File: config.mk
export PLATFORM = sky130hd
export DESIGN_NAME = hex_segment_decoder
export DESIGN_NICKNAME = d
export VERILOG_FILES = /design/src/rtl/hex_segment_decoder.sv
export SDC_FILE = /design/constraint.sdc
export NUM_CORES = 1
export LEC_CHECK = 0
export CAP_MARGIN = 20
export CORE_ASPECT_RATIO = 0.75
export CORE_MARGIN = 5
export CORE_UTILIZATION = 29
export DETAILED_ROUTE_END_ITERATION = 12
export HOLD_SLACK_MARGIN = 0.02
export PLACE_DENSITY = 0.47
export RECOVER_POWER = 50
export SYNTH_ARGS = -nofsm -noshare
export SYNTH_HDL_FRONTEND = slang
export SYNTH_SLANG_ARGS = --single-unit
File: constraint.sdc
create_clock -name Clk -period 2.5 [get_ports Clk]
set_input_delay 0.25 -clock Clk [delete_from_list [all_inputs] [get_ports Clk]]
set_output_delay 0.25 -clock Clk [all_outputs]
set_load 0.01 [all_outputs]
File: src/rtl/hex_segment_decoder.sv
// hex_segment_decoder: debounces NUM_DIGITS active-low 7-segment buses, decodes them back to hex
// and reports each committed change as a valid/ready event. Define HEXDEC_ERRCNT_EN for err_count.
module hex_segment_decoder #(
   parameter int NUM_DIGITS    = 4,
   parameter int STABLE_CYCLES = 16
) (
   input  logic                    Clk,
   input  logic                    Reset,
   input  logic [7*NUM_DIGITS-1:0] HEX_in,
   output logic [4*NUM_DIGITS-1:0] val_out,
   output logic [NUM_DIGITS-1:0]   digit_ok,
   output logic                    evt_valid,
   input  logic                    evt_ready,
   output logic [2:0]              evt_digit,
   output logic [3:0]              evt_val,
   output logic                    evt_err
`ifdef HEXDEC_ERRCNT_EN
   ,
   output logic [7:0]              err_count
`endif
);

   localparam int CW = $clog2(STABLE_CYCLES + 1);
   localparam logic [CW-1:0] CNT_MAX  = CW'(STABLE_CYCLES);
   localparam logic [CW-1:0] CNT_LAST = CW'(STABLE_CYCLES - 1);
   localparam logic [0:0] ST_IDLE    = 1'b0;
   localparam logic [0:0] ST_PRESENT = 1'b1;

   // Returns {legal, value}; any pattern outside the table is illegal.
   function automatic logic [4:0] seg_decode(input logic [6:0] seg);
      case (seg)
         7'h40:   seg_decode = {1'b1, 4'h0};
         7'h79:   seg_decode = {1'b1, 4'h1};
         7'h24:   seg_decode = {1'b1, 4'h2};
         7'h30:   seg_decode = {1'b1, 4'h3};
         7'h19:   seg_decode = {1'b1, 4'h4};
         7'h12:   seg_decode = {1'b1, 4'h5};
         7'h02:   seg_decode = {1'b1, 4'h6};
         7'h78:   seg_decode = {1'b1, 4'h7};
         7'h00:   seg_decode = {1'b1, 4'h8};
         7'h10:   seg_decode = {1'b1, 4'h9};
         7'h08:   seg_decode = {1'b1, 4'hA};
         7'h03:   seg_decode = {1'b1, 4'hB};
         7'h46:   seg_decode = {1'b1, 4'hC};
         7'h21:   seg_decode = {1'b1, 4'hD};
         7'h06:   seg_decode = {1'b1, 4'hE};
         7'h0E:   seg_decode = {1'b1, 4'hF};
         default: seg_decode = 5'h00;
      endcase
   endfunction

   logic [6:0]              hex_q [NUM_DIGITS];
   logic [6:0]              com_q [NUM_DIGITS];
   logic [6:0]              com_d [NUM_DIGITS];
   logic [CW-1:0]           cnt_q [NUM_DIGITS];
   logic [CW-1:0]           cnt_d [NUM_DIGITS];
   logic [4:0]              dec_s [NUM_DIGITS];
   logic [NUM_DIGITS-1:0]   commit_s;
   logic [NUM_DIGITS-1:0]   clr_s;
   logic [NUM_DIGITS-1:0]   pending_q, pending_d;
   logic [NUM_DIGITS-1:0]   ok_q, ok_d;
   logic [4*NUM_DIGITS-1:0] val_q, val_d;
   logic [0:0]              state_q, state_d;
   logic [2:0]              ptr_q, ptr_d;
   logic [2:0]              evt_digit_q, evt_digit_d;
   logic [3:0]              evt_val_q, evt_val_d;
   logic                    evt_valid_q, evt_valid_d;
   logic                    evt_err_q, evt_err_d;
   logic                    found_s;
   logic                    take_s;
   logic [2:0]              sel_s;
   logic [3:0]              sel_val_s;
   logic                    sel_ok_s;

   // Per-digit debounce counter, commit detection and decoded result update
   always_comb begin
      commit_s = '0;
      val_d    = val_q;
      ok_d     = ok_q;
      for (int i = 0; i < NUM_DIGITS; i++) begin
         dec_s[i] = seg_decode(hex_q[i]);
         com_d[i] = com_q[i];
         cnt_d[i] = '0;
         if (HEX_in[7*i +: 7] == hex_q[i]) begin
            if (cnt_q[i] != CNT_MAX) begin
               cnt_d[i] = cnt_q[i] + CW'(1);
            end else begin
               cnt_d[i] = cnt_q[i];
            end
            if ((cnt_q[i] == CNT_LAST) && (hex_q[i] != com_q[i])) begin
               commit_s[i] = 1'b1;
            end else begin
               commit_s[i] = 1'b0;
            end
         end else begin
            cnt_d[i] = '0;
         end
         if (commit_s[i]) begin
            com_d[i] = hex_q[i];
            if (dec_s[i][4]) begin
               val_d[4*i +: 4] = dec_s[i][3:0];
               ok_d[i]         = 1'b1;
            end else begin
               ok_d[i]         = 1'b0;
            end
         end else begin
            com_d[i] = com_q[i];
         end
      end
   end

   // Round-robin pick: lowest pending index >= ptr, otherwise lowest pending index overall
   always_comb begin
      found_s   = |pending_q;
      sel_s     = 3'd0;
      sel_val_s = 4'd0;
      sel_ok_s  = 1'b0;
      clr_s     = '0;
      for (int i = NUM_DIGITS - 1; i >= 0; i--) begin
         if (pending_q[i]) begin
            sel_s     = 3'(i);
            sel_val_s = val_d[4*i +: 4];
            sel_ok_s  = ok_d[i];
            clr_s     = '0;
            clr_s[i]  = 1'b1;
         end else begin
            sel_s     = sel_s;
         end
      end
      for (int i = NUM_DIGITS - 1; i >= 0; i--) begin
         if (pending_q[i] && (3'(i) >= ptr_q)) begin
            sel_s     = 3'(i);
            sel_val_s = val_d[4*i +: 4];
            sel_ok_s  = ok_d[i];
            clr_s     = '0;
            clr_s[i]  = 1'b1;
         end else begin
            sel_s     = sel_s;
         end
      end
   end

   // Event FSM; a commit landing on the digit being cleared re-arms it (set wins)
   always_comb begin
      state_d     = state_q;
      ptr_d       = ptr_q;
      evt_valid_d = evt_valid_q;
      evt_digit_d = evt_digit_q;
      evt_val_d   = evt_val_q;
      evt_err_d   = evt_err_q;
      take_s      = 1'b0;
      case (state_q)
         ST_IDLE: begin
            if (found_s) begin
               take_s      = 1'b1;
               evt_digit_d = sel_s;
               evt_val_d   = sel_val_s;
               evt_err_d   = ~sel_ok_s;
               evt_valid_d = 1'b1;
               state_d     = ST_PRESENT;
            end else begin
               state_d     = ST_IDLE;
            end
         end
         ST_PRESENT: begin
            if (evt_valid_q && evt_ready) begin
               evt_valid_d = 1'b0;
               ptr_d       = (evt_digit_q == 3'(NUM_DIGITS - 1)) ? 3'd0 : evt_digit_q + 3'd1;
               state_d     = ST_IDLE;
            end else begin
               state_d     = ST_PRESENT;
            end
         end
         default: begin
            evt_valid_d = 1'b0;
            state_d     = ST_IDLE;
         end
      endcase
      pending_d = (pending_q & ~(take_s ? clr_s : '0)) | commit_s;
   end

   // State registers
   always_ff @(posedge Clk) begin
      if (Reset) begin
         for (int i = 0; i < NUM_DIGITS; i++) begin
            hex_q[i] <= 7'h7F;
            com_q[i] <= 7'h7F;
            cnt_q[i] <= '0;
         end
         pending_q   <= '0;
         ok_q        <= '0;
         val_q       <= '0;
         state_q     <= ST_IDLE;
         ptr_q       <= 3'd0;
         evt_valid_q <= 1'b0;
         evt_digit_q <= 3'd0;
         evt_val_q   <= 4'd0;
         evt_err_q   <= 1'b0;
      end else begin
         for (int i = 0; i < NUM_DIGITS; i++) begin
            hex_q[i] <= HEX_in[7*i +: 7];
            com_q[i] <= com_d[i];
            cnt_q[i] <= cnt_d[i];
         end
         pending_q   <= pending_d;
         ok_q        <= ok_d;
         val_q       <= val_d;
         state_q     <= state_d;
         ptr_q       <= ptr_d;
         evt_valid_q <= evt_valid_d;
         evt_digit_q <= evt_digit_d;
         evt_val_q   <= evt_val_d;
         evt_err_q   <= evt_err_d;
      end
   end

   assign val_out   = val_q;
   assign digit_ok  = ok_q;
   assign evt_valid = evt_valid_q;
   assign evt_digit = evt_digit_q;
   assign evt_val   = evt_val_q;
   assign evt_err   = evt_err_q;

`ifdef HEXDEC_ERRCNT_EN
   logic [7:0] err_cnt_q, err_cnt_d;
   logic [3:0] ill_s;
   logic [8:0] err_sum_s;

   // Saturating sum of illegal commits across all digits
   always_comb begin
      ill_s = 4'd0;
      for (int i = 0; i < NUM_DIGITS; i++) begin
         if (commit_s[i] && !dec_s[i][4]) begin
            ill_s = ill_s + 4'd1;
         end else begin
            ill_s = ill_s;
         end
      end
      err_sum_s = {1'b0, err_cnt_q} + {5'd0, ill_s};
      if (err_sum_s > 9'd255) begin
         err_cnt_d = 8'hFF;
      end else begin
         err_cnt_d = err_sum_s[7:0];
      end
   end

   // Error counter register
   always_ff @(posedge Clk) begin
      if (Reset) begin
         err_cnt_q <= 8'd0;
      end else begin
         err_cnt_q <= err_cnt_d;
      end
   end

   assign err_count = err_cnt_q;
`endif

endmodule

# Yosys cells after proc, flatten, opt, wreduce, memory -nomap -nowiden
# Memory sizes are Yosys's and may differ from the RTL's.
# Index checks and enable logic that the tools add are counted.
# word_totals
reg_bits,37
ram_bits,76
in_bits,31
mem_count,3
# mem_list
memory,words,word_bits,rd,rd_ports_with_merged_regs,write_ports,line_no,rtl
com_q,4,7,4,0,4,53,logic [6:0] com_q [NUM_DIGITS];
hex_q,4,7,4,0,4,52,logic [6:0] hex_q [NUM_DIGITS];
cnt_q,4,5,4,0,4,55,logic [CW-1:0] cnt_q [NUM_DIGITS];
# classes
n_addsub,5
n_lt_le_gt_ge,4
n_eq_ne,79
mux,96
bitwise,17
n_reduce_logical,17
# op_table
cell,count
$pmux W5 S16,4
$eq A7 B7 Y1 const B,16
$mux W4,25
$eq A7 B5 Y1 const B,12
$eq A7 B6 Y1 const B,12
$mux W7,12
$mux W5,12
$eq A7 B2 Y1 const B,8
$eq A7 B4 Y1 const B,8
$mux W1,32
$eq A7 B3 Y1 const B,4
$eq A7 B7 Y1,4
$logic_not A7 Y1,4
$ne A7 B7 Y1,4
$mux W3,8
$add A5 B1 Y5 const B,4
$eq A5 B4 Y1 const B,4
$ne A5 B5 Y1 const B,4
$or A1 B1 Y1,12
$logic_and A1 B1 Y1,9
$ge A1 B3 Y1 const A,2
$ge A2 B3 Y1 const A,2
$reduce_and A2 Y1,3
$and A4 B4 Y4,1
other kinds (10),12

# Logic depth before layout (Yosys ltp)
# An unclocked memory read counts as a cell.
# depth
depth_word,15
ltp_mapped,10

# Least setup slack after synthesis
# No wires, ideal clock.
# synth_timing
path_type,register -> register
startpoint,mem hex_q[3][5]
endpoint,"reg evt_val_q[0], in the netlist evt_val[0]"
setup_time_ns,0.120
arrival_time_ns,2.326
required_time_ns,2.380
slack_ns,0.054
path_stages_with_launch,10
n_path_buf,1
synth_period_minus_slack_ns,2.446
path_cell_list,dfxtp_1 -> clkbuf_1 -> xnor2_1 -> nand4_1 -> nor4_1 -> nand3_1 -> a31oi_2 -> mux2i_1 -> o22ai_1 -> o31a_1
# synth_rtl
item,line_no,rtl
from (decl),52,
to (signal assigned),212,evt_val_q <= evt_val_d;
to (decl),66,"logic [3:0] evt_val_q, evt_val_d;"

==> summary.txt <==
Critical path
  • Critical Path Stages: 12
  • Crit path cell chain: buf_6, buf_4, and4b_1, nand4_1, o41ai_2, buf_4, nor4_4, buf_4, nor2_4, mux2i_1, o21ai_0, o31a_1
  • Crit path kind: reg2reg
  • Worst Path Buf+Inv: 4
  • Crit-path leading delay family: buffers and inverters
  • Slowest stage delay, CP: 360 ps
  • CP max FO: 11
  • Worst Path Required: 2750 ps
  • Worst r2r dst: evt_val[0]
  • Data arrival time of the critical path: 2640 ps
  • Critical path launch point type: flop
  • CP endpoint: evt_val[0]
  • Crit-path most repeated cell: buf_4
  • Setup crit start: hex_q[2][1]
  • Worst path slowest cell: dfxtp_4
  • Slack of the worst reg-to-reg path: 110 ps
  • R2R cell count: 12
  • Worst Setup End Kind: flop
  • Worst reg2reg startpoint: hex_q[2][1]

Pwr
  • Leak: 3.28 nW
  • Power Density: 454 nW/µm²
  • VDD IR max: 0.336 mV

Timing
  • Max transition margin: 36.3%
  • Skew final: 11.4 ps
  • Max Clock Freq: 418 MHz
  • Final min period: 2390 ps
  • Crit share post-route: 95.6%
  • Slew Limit Fails: 0
  • Final hold slack: 479 ps
  • Pin slew with the least headroom to its limit: 955 ps
  • Final setup violation count: 0
  • Number of failing hold endpoints at the final stage: 0

Placed design
  • Detail Placement HPWL: 13100 µm
  • Area after DPL: 7970 µm²
  • I/O Buffers: 58
  • Final RePlAce weighted congestion: 0.832
  • DP Cell Count: 1182

Synthesis
  • Post-Synth XOR/XNOR Area: 10.0%
  • Ys Warns: 0
  • Synth area leaders: dfxtp_1, xnor2_1, nor2_1, xor2_1, or2_2
  • Compound-gate portion of the synthesized area: 17.5%
  • Post-synthesis sequential area ratio: 34.0%
  • Synth Area in Simple Gates: 26.2%
  • Share of the synthesized area in the top cell type: 34.0%
  • Post-synthesis area per instance: 8.22 µm²
  • Synth cell types: 81
  • Synth area leader: dfxtp_1
  • Yosys reg bits: 111
  • Syn Nets: 838
  • Mapped Cells: 794
  • EDFF count, synth: 0
  • Largest family of logic cells by synthesized area: simple AND/OR/NAND/NOR gates
  • Ys async rst share: 0%
  • Mux cell area share after synthesis: 3.32%
  • Post-synthesis adder-cell area fraction: 2.49%
  • Ys flop type: dfxtp_1
  • Post-Syn Area: 6530 µm²

Final layout
  • Layout cells sized above 1: 21.6%
  • Area Overhead vs Synth: 30.5%
  • Fill cell count: 2326
  • Post-route design area: 8520 µm²
  • # diodes: 0
  • Post-route insts no fill: 1201
  • Fin nets: 946
  • Commonest non-fill, non-tap cells in the layout: dfxtp_1, buf_4, nor2_1
  • Leading cell type in the layout, fill and taps excluded: dfxtp_1

Floorplanning
  • Die ar.: 25600 µm²
  • Core area: 22100 µm²
  • Width of the die: 183 µm
  • Initial Utilization: 29.5%
  • # IOs: 60
  • Die height: 140 µm
  • Std-Cell Rows: 47

Clocking
  • TritonCTS clock tree: yes
  • Clock Tree Buf Depth: 2
  • Clk root buf: clkbuf_16
  • Worst skew pair latency: 360 ps
  • Hold buffers post-CTS: 0
  • Sink Count: 111
  • CTS Buf Count: 9
  • H-Tree Depth: 3
  • Reg clk slew, reported paths: 80 ps

GRT
  • Vias in the first global route: 5416
  • Largest net degree at the start of global routing: 49
  • First-pass GRT wire length: 28700 µm
  • GR Overflow Total: 0
  • Initial antenna violation count: 0
  • All-Layer GR Usage: 13.6%

Drt
  • DRT Pass-1 Iters: 5
  • Post-DR wirelength/cell: 14.6 µm
  • Via Count: 5793
  • DR vias/cell: 4.82
  • Iter 0 DRT Violations: 347
  • DRC: 0
  • ANT nets after route: 0
  • Total wire length: 17600 µm

Worst hold path
  • HP Class: reg2reg

Job
  • Max Cap Violations: 0

Status
  • Status: finished, final reports clean
-- metal layers --
| metal | routed length [µm] | up-vias | track usage, % |
|---|---|---|---|
| li1 | - | 3004 | - |
| met1 | 9980 | 2702 | 21.6 |
| met2 | 6850 | 73 | 18.5 |
| met3 | 565 | 14 | 2.90 |
| met4 | 191 | 0 | 3.17 |
| met5 | 0 | - | 0 |
-- worst min-delay path by stage --
stage,cells after the start,startpoint,to
after floorplan,1,HEX_in[14],hex_q[2][0]
after global placement,1,com_q[3][6],com_q[3][6]
after detailed placement,2,evt_digit[1],evt_digit[1]
after CTS,2,Reset,val_out[0]
after global routing,1,com_q[2][1],com_q[2][1]
final,2,evt_digit[1],evt_digit[1]
-- kinds of logic (layout without fill, tap and decap cells) --
kind of cell	Yosys count	in the layout
other	1	1
multiplexers	21	21
adder cells (fa/ha/maj)	13	13
AND/OR/NAND/NOR	319	319
flip-flops	111	111
buffers and inverters	96	209
XOR/XNOR	74	74
AO/OA/AOI/OAI	159	159
-- power by group --
group | leakage [nW] | internal (mW) | switching, mW | total [mW]
Combinational | 2.22 | 0.215 | 0.209 | 0.424
Clock | 0.161 | 0.893 | 0.717 | 1.61
Sequential | 0.903 | 1.79 | 0.0426 | 1.83
-- cell usage after synthesis, types with 3 or more instances --
| cell type | n |
|---|---|
| a22oi_1 | 3 |
| and3_1 | 8 |
| o21ai_0 | 23 |
| o41ai_1 | 6 |
| a21boi_0 | 4 |
| a22o_1 | 3 |
| nor4_1 | 10 |
| o211a_1 | 3 |
| a211o_1 | 16 |
| inv_1 | 33 |
| mux2i_1 | 19 |
| o211ai_1 | 4 |
| nand3_1 | 22 |
| xnor2_1 | 38 |
| and2_1 | 7 |
| and4b_1 | 5 |
| nand3b_1 | 9 |
| ha_1 | 13 |
| nand2b_1 | 15 |
| a311oi_1 | 3 |
| o22ai_1 | 4 |
| nor2_1 | 86 |
| and3b_1 | 3 |
| nor4b_1 | 4 |
| nor3_1 | 20 |
| xor2_1 | 35 |
| or2_2 | 32 |
| nand2_1 | 45 |
| o31ai_1 | 3 |
| a31oi_1 | 10 |
| nor3b_1 | 9 |
| nand4_1 | 16 |
| a21oi_1 | 36 |
| dfxtp_1 | 111 |
| buf_4 | 4 |
| buf_6 | 3 |
| buf_2 | 9 |
| nor2b_1 | 13 |
| clkbuf_1 | 46 |
| or3_1 | 5 |
| a211oi_1 | 6 |
| o21a_1 | 4 |
-- worst min-delay path: stages (launching register included) --
cell and delay [ps]:
dfxtp_1 330, nand2_1 50, a21oi_1 50
-- final cells by class --
type | count | area, µm² | area share [%]
multi-input combinational | 587 | 4070 | 47.7
tap | 294 | 368 | 4.32
timing repair buffer | 160 | 1380 | 16.2
inverter | 33 | 124 | 1.45
clock inverter | 7 | 104 | 1.22
clock buffer | 9 | 225 | 2.64
sequential | 111 | 2250 | 26.4
-- state kept, by name, summed over array words and instances (netlist names) --
register and count:
val_out 16, state_q 1, hex_q 28, evt_digit 2, pending_q 4, digit_ok 4, cnt_q 20, evt_val 4
ptr_q 2, evt_valid 1, evt_err 1, com_q 28
-- stage by stage --
stage          power [mW]  util, %  worst slack, ps  TNS (ps)
6_report             3.87     38.5              110         0
4_1_cts              3.93     37.6             2.80         0
3_5_place_dp         2.29     36.0             -192      -775
2_1_floorplan        2.11        -             54.3         0
5_1_grt              4.05     38.5            -72.6     -89.5
3_3_place_gp         2.29     36.0             -170      -691
-- repair_timing --
item,in CTS,in global routing
gates resized for setup,3,51
endpoints found under the setup margin,2,5
pin swaps,0,11
buffers inserted,0,3
Power figures use the tool's default switching activity.
